**config.mk**
```make
export PLATFORM = sky130hd
export DESIGN_NAME = centroid_x_calc
export DESIGN_NICKNAME = d
export VERILOG_FILES = /design/src/rtl/centroid_x_calc.sv
export SDC_FILE = /design/constraint.sdc
export NUM_CORES = 1
export LEC_CHECK = 0
export BUFFER_PORTS_ARGS = -buffer_cell sky130_fd_sc_hd__buf_2
export CORE_ASPECT_RATIO = 0.8
export CORE_MARGIN = 5
export CORE_UTILIZATION = 42
export DETAILED_ROUTE_END_ITERATION = 10
export GPL_ROUTABILITY_DRIVEN = 0
export PLACE_DENSITY = 0.69
export SYNTH_ARGS = -nofsm -noshare
export SYNTH_HDL_FRONTEND = slang
export SYNTH_SLANG_ARGS = --single-unit
```
**constraint.sdc**
```tcl
create_clock -name clk -period 2.8 [get_ports clk]
set_input_delay 0.28 -clock clk [delete_from_list [all_inputs] [get_ports clk]]
set_output_delay 0.28 -clock clk [all_outputs]
set_load 0.1 [all_outputs]
```
**src/rtl/centroid_x_calc.sv**
```systemverilog
// Horizontal centroid of above-threshold pixels in a raster stream.
// Per-frame x-sum and hit count feed a 32-cycle restoring divider.
module centroid_x_calc #(
    parameter int DATA_W     = 8,
    parameter int IMG_WIDTH  = 640,
    parameter int IMG_HEIGHT = 480,
    parameter int THRESHOLD  = 128
) (
    input  logic              clk,
    input  logic              rst_n,
    input  logic              pixel_valid,
    input  logic [DATA_W-1:0] pixel,
    input  logic              sop,
    input  logic              eop,
    output logic [10:0]       value,
    output logic              ready,
    output logic              busy,
    output logic              overrun
);
    localparam logic [0:0]        IDLE      = 1'b0;
    localparam logic [0:0]        DIV       = 1'b1;
    localparam logic [10:0]       X_LAST    = 11'(IMG_WIDTH - 1);
    localparam logic [DATA_W-1:0] THR       = DATA_W'(THRESHOLD);
    localparam logic [19:0]       COUNT_MAX = 20'(IMG_WIDTH * IMG_HEIGHT);
    localparam logic [31:0]       Q_MAX     = 32'd2047;

    logic [10:0] x_r;
    logic [31:0] sum_r;
    logic [19:0] count_r;
    logic [0:0]  state_r;
    logic [4:0]  iter_r;
    logic [31:0] dvd_r;
    logic [19:0] dvs_r;
    logic [19:0] rem_r;
    logic        dvs_zero_r;

    logic [10:0] cur_x_s;
    logic [10:0] x_next_s;
    logic        hit_s;
    logic [31:0] sum_base_s;
    logic [19:0] count_base_s;
    logic [31:0] sum_next_s;
    logic [19:0] count_next_s;
    logic [20:0] rem_sh_s;
    logic [20:0] diff_s;
    logic        q_bit_s;
    logic [19:0] rem_next_s;
    logic [31:0] quot_s;

    // Accumulator next-state for the current beat; sop restarts the frame.
    always_comb begin
        cur_x_s      = sop ? 11'd0 : x_r;
        hit_s        = (pixel >= THR);
        sum_base_s   = sop ? 32'd0 : sum_r;
        count_base_s = sop ? 20'd0 : count_r;
        x_next_s     = (cur_x_s >= X_LAST) ? 11'd0 : cur_x_s + 11'd1;
        if (hit_s) begin
            sum_next_s   = sum_base_s + {21'd0, cur_x_s};
            // Saturating guard keeps a malformed stream without eop from wrapping
            count_next_s = (count_base_s < COUNT_MAX) ? count_base_s + 20'd1 : count_base_s;
        end else begin
            sum_next_s   = sum_base_s;
            count_next_s = count_base_s;
        end
    end

    // One restoring-division step: remainder never exceeds the divisor, so bit 20 of diff is the borrow.
    always_comb begin
        rem_sh_s   = {rem_r, dvd_r[31]};
        diff_s     = rem_sh_s - {1'b0, dvs_r};
        q_bit_s    = ~diff_s[20];
        rem_next_s = q_bit_s ? diff_s[19:0] : rem_sh_s[19:0];
        quot_s     = {dvd_r[30:0], q_bit_s};
    end

    // X position and per-frame accumulators; eop empties them for the next frame.
    always_ff @(posedge clk or negedge rst_n) begin
        if (!rst_n) begin
            x_r     <= 11'd0;
            sum_r   <= 32'd0;
            count_r <= 20'd0;
        end else if (pixel_valid) begin
            if (eop) begin
                x_r     <= 11'd0;
                sum_r   <= 32'd0;
                count_r <= 20'd0;
            end else begin
                x_r     <= x_next_s;
                sum_r   <= sum_next_s;
                count_r <= count_next_s;
            end
        end
    end

    // Divider FSM, result register and status pulses.
    always_ff @(posedge clk or negedge rst_n) begin
        if (!rst_n) begin
            state_r    <= IDLE;
            iter_r     <= 5'd0;
            dvd_r      <= 32'd0;
            dvs_r      <= 20'd0;
            rem_r      <= 20'd0;
            dvs_zero_r <= 1'b0;
            value      <= 11'd0;
            ready      <= 1'b0;
            overrun    <= 1'b0;
        end else begin
            ready   <= 1'b0;
            overrun <= 1'b0;
            case (state_r)
                IDLE: begin
                    if (pixel_valid && eop) begin
                        state_r    <= DIV;
                        iter_r     <= 5'd0;
                        dvd_r      <= sum_next_s;
                        dvs_r      <= count_next_s;
                        rem_r      <= 20'd0;
                        dvs_zero_r <= (count_next_s == 20'd0);
                    end
                end
                DIV: begin
                    if (pixel_valid && eop) begin
                        overrun <= 1'b1;
                    end
                    rem_r  <= rem_next_s;
                    dvd_r  <= quot_s;
                    iter_r <= iter_r + 5'd1;
                    if (iter_r == 5'd31) begin
                        state_r <= IDLE;
                        ready   <= 1'b1;
                        if (dvs_zero_r) begin
                            value <= 11'd0;
                        end else if (quot_s > Q_MAX) begin
                            value <= 11'd2047;
                        end else begin
                            value <= quot_s[10:0];
                        end
                    end
                end
                default: begin
                    state_r <= IDLE;
                end
            endcase
        end
    end

    assign busy = (state_r == DIV);

endmodule

```
==> qor.yml <==
clock_tree:
  cts_tree: "done"
  clk_latency_ns: 0.43
  clockRootBuffer: "clkbuf_16"
  numClockSinks: 155
  cts_made_buffers: 17
  cts_buffer_depth: 2
  clkSlewWorstSetupHoldPaths_ns: 0.06
  cts-htree-levels: 4
power:
  irDropWorstVdd_mv: 0.474
  power_leakage_nw: 5.35
  power.internal_w: 0.00720
  swShare: 0.395
  finalPower_w: 0.0119
  pwr-share-clk: 0.217
  combPwrFrac: 0.506
  p_per_area_nw_per_um2: 982
  pwr-share-seq: 0.277
  power_switching_w: 0.00471
timing:
  finalSetupViolations: 23
  fin_crit_sh: 1.05
  layout_setup_ws_ns: -0.130
  max_freq_mhz: 341
  rsz0062_at_grt: "yes"
  skew_ns: 0.00904
  slew_headroom: 0.506
  fin_crit_ns: 2.93
  slew_violations: 0
  setup_tns_ns: -2.23
  worst_pin_slew_ns: 0.740
  hold_violations: 0
final_layout:
  regArea_um2: 3880
  diodes: 0
  areaGrowthSynthToFinish_pct: 24.4
  nNetsFinal: 1274
  drive_gt1_frac: 0.208
  multi_input_area_um2: 5760
  fillers: 2002
floorplanning:
  rows: 49
  die_y_um: 146
  die_area_um2: 26400
  die_w_um: 180
  ioPinCount: 27
  start_util: 0.430
  coreArea_um2: 22700
logic_synthesis:
  synth_area_um2: 9750
  syn_avg_cell_area_um2: 8.71
  synthesis.nets: 1170
  synth_mux_area_frac: 0.0350
  yosys.area_share.simple: 0.197
  synth_top_area_share: 0.398
  yosysWarnings: 0
  yosys-top-cells-area: "dfrtp_1 (40%), nand2_1 (5.5%), o21ai_0 (4.8%), ha_1 (4.5%), xnor2_1 (3.5%)"
  synth_xor_area_frac: 0.0557
  synth_top_family_by_area: "compound AO/OA/AOI/OAI gates"
  netlist_top_cells_count: "dfrtp_1 (155), nand2_1 (142), o21ai_0 (94)"
  synth_ff_type: "dfrtp_1"
  yosysSeqAreaShare: 0.398
  synth-compound-area-share: 0.216
  synth-edff-count: 0
  async_reset_ff_frac: 1.00
  synth.most_common_cell: "dfrtp_1"
  synthAdderAreaFrac: 0.0490
  yosysUniqueCellTypes: 74
  yosys.area.top_type: "dfrtp_1"
  synth_cells: 1120
  yosys_register_bits: 155
setup_path:
  crit_fanout: 5
  cp_data_required_time_ns: 3.09
  crit_path_start_kind: "flop"
  crit_type: "reg -> reg"
  endpoint_kind: "flop"
  worstPathArrival_ns: 3.22
grt:
  grt_pass1_vias: 8428
  grt_max_degree: 55
  overflow: 0
  grtUsageTotal: 0.198
  antenna_found_initial: 0
  grt_pass1_wl_um: 43600
route:
  drt_pre_antenna_iters: 5
  drtIter0Drc: 758
  wl_per_cell_um: 17.4
  via_per_inst: 5.75
  drc: 0
  vias: 8860
  antenna_left: 0
  wl_um: 26800
outcome:
  status: "complete, but fails checks"
  violations: "setup timing"
worst_hold_path:
  hold_path.class: "in -> reg"
job:
  drv_cap: 0
place:
  hpwl_um: 17700
  portBuffers: 19
metal layers:
metal | global-route usage | share of wire | vias to the layer above
li1 | - | - | 4238
met1 | 0.291 | 0.49 | 4348
met2 | 0.297 | 0.44 | 252
met3 | 0.0497 | 0.061 | 22
met4 | 0.0397 | 0.0090 | 0
met5 | 0 | 0 | -
logic make-up after synthesis:
kind of cell | Yosys count
simple gates | 392
fa+ha+maj | 37
buf+inv | 119
compound gates | 321
mux | 34
xor+xnor | 62
flops | 155
timing repair:
| item | CTS | global route |
|---|---|---|
| gates resized for setup | 15 | 53 |
| setup buffers | 4 | 18 |
| pin swaps | 8 | 23 |
| hold endpoints to repair | 51 | 0 |
| endpoints found under the setup margin | 24 | 55 |
| gates cloned | 2 | 1 |
| hold buffers | 1 | 0 |
placed cells by master, fill, tap and decap left out, types with 21 or more instances in the layout:
cell type | netlist | layout
o2bb2ai_1 | 21 | 21
a21oi_1 | 53 | 50
dfrtp_1 | 155 | 153
nand3_1 | 39 | 35
and3_1 | 27 | 27
nor2b_1 | 29 | 24
nand2_1 | 142 | 141
inv_1 | 44 | 43
o31ai_1 | 26 | 25
o21ai_1 | 13 | 24
xor2_1 | 23 | 23
xnor2_1 | 39 | 34
ha_1 | 35 | 31
mux2i_1 | 33 | 31
nor2_1 | 65 | 61
buf_4 | 1 | 125
o21ai_0 | 94 | 81
final cells by class:
class,instances,share of cell area
tap,306,0.0316
inverter,46,0.0142
timing repair buffer,158,0.105
clock inverter,11,0.0158
clock buffer,20,0.0385
multi-input combinational,846,0.475
sequential,155,0.320
power by group through the flow:
stage | combinational (W) | clock [W] | sequential [W]
3_3_place_gp | 0.00480 | 0 | 0.00329
3_5_place_dp | 0.00496 | 0 | 0.00330
5_1_grt | 0.00651 | 0.00274 | 0.00338
4_1_cts | 0.00554 | 0.00262 | 0.00328
2_1_floorplan | 0.00321 | 0 | 0.00373
6_report | 0.00602 | 0.00259 | 0.00330
critical path, cell delays in order (launching register included):
cell,delay [ns]
dfrtp_1,0.41
inv_2,0.10
ha_4,0.14
fa_2,0.19
nand2b_4,0.12
a21o_1,0.18
a31oi_4,0.11
or3_4,0.44
a2111o_1,0.41
o211ai_4,0.12
buf_12,0.17
buf_16,0.13
mux2i_1,0.18
o21ai_1,0.07
final timing paths:
kind	slack (ns)	depth (start not counted)	to	start
setup / recovery	-0.13	13	rem_r[6]$_DFFE_PN0P_	dvd_r[31]$_DFFE_PN0P_
hold / removal	0.20	2	sum_r[11]$_DFFE_PN0P_	eop
setup reg to reg	-0.13	13	rem_r[6]$_DFFE_PN0P_	dvd_r[31]$_DFFE_PN0P_
hold reg to reg	0.48	2	value[1]$_DFFE_PN0P_	value[1]$_DFFE_PN0P_
max in group asynchronous	1.64	3	x_r[3]$_DFFE_PN0P_	rst_n
min in group asynchronous	0.37	2	x_r[0]$_DFFE_PN0P_	rst_n
metrics by stage:
step / setup slack (ns) / util / std cells / area, um2 / hold slack (ns)
finish: -0.130 / 0.535 / 1542 / 12100 / 0.199
global placement: -0.243 / 0.483 / 1486 / 11000 / 0.268
detailed placement: -0.273 / 0.483 / 1486 / 11000 / 0.265
floorplan: -0.00746 / - / 1120 / 9930 / -0.0156
CTS: -0.130 / 0.519 / 1524 / 11800 / 0.194
global route: -0.265 / 0.535 / 1542 / 12100 / 0.211
state kept, by name (all words and copies together), names as in the netlist:
register and count:
x_r 11, busy 1, rem_r 20, dvs_r 20
dvd_r 32, overrun 1, sum_r 32, iter_r 5
value 11, dvs_zero_r 1, count_r 20, ready 1
No activity file was read; power rests on OpenSTA's default activity.
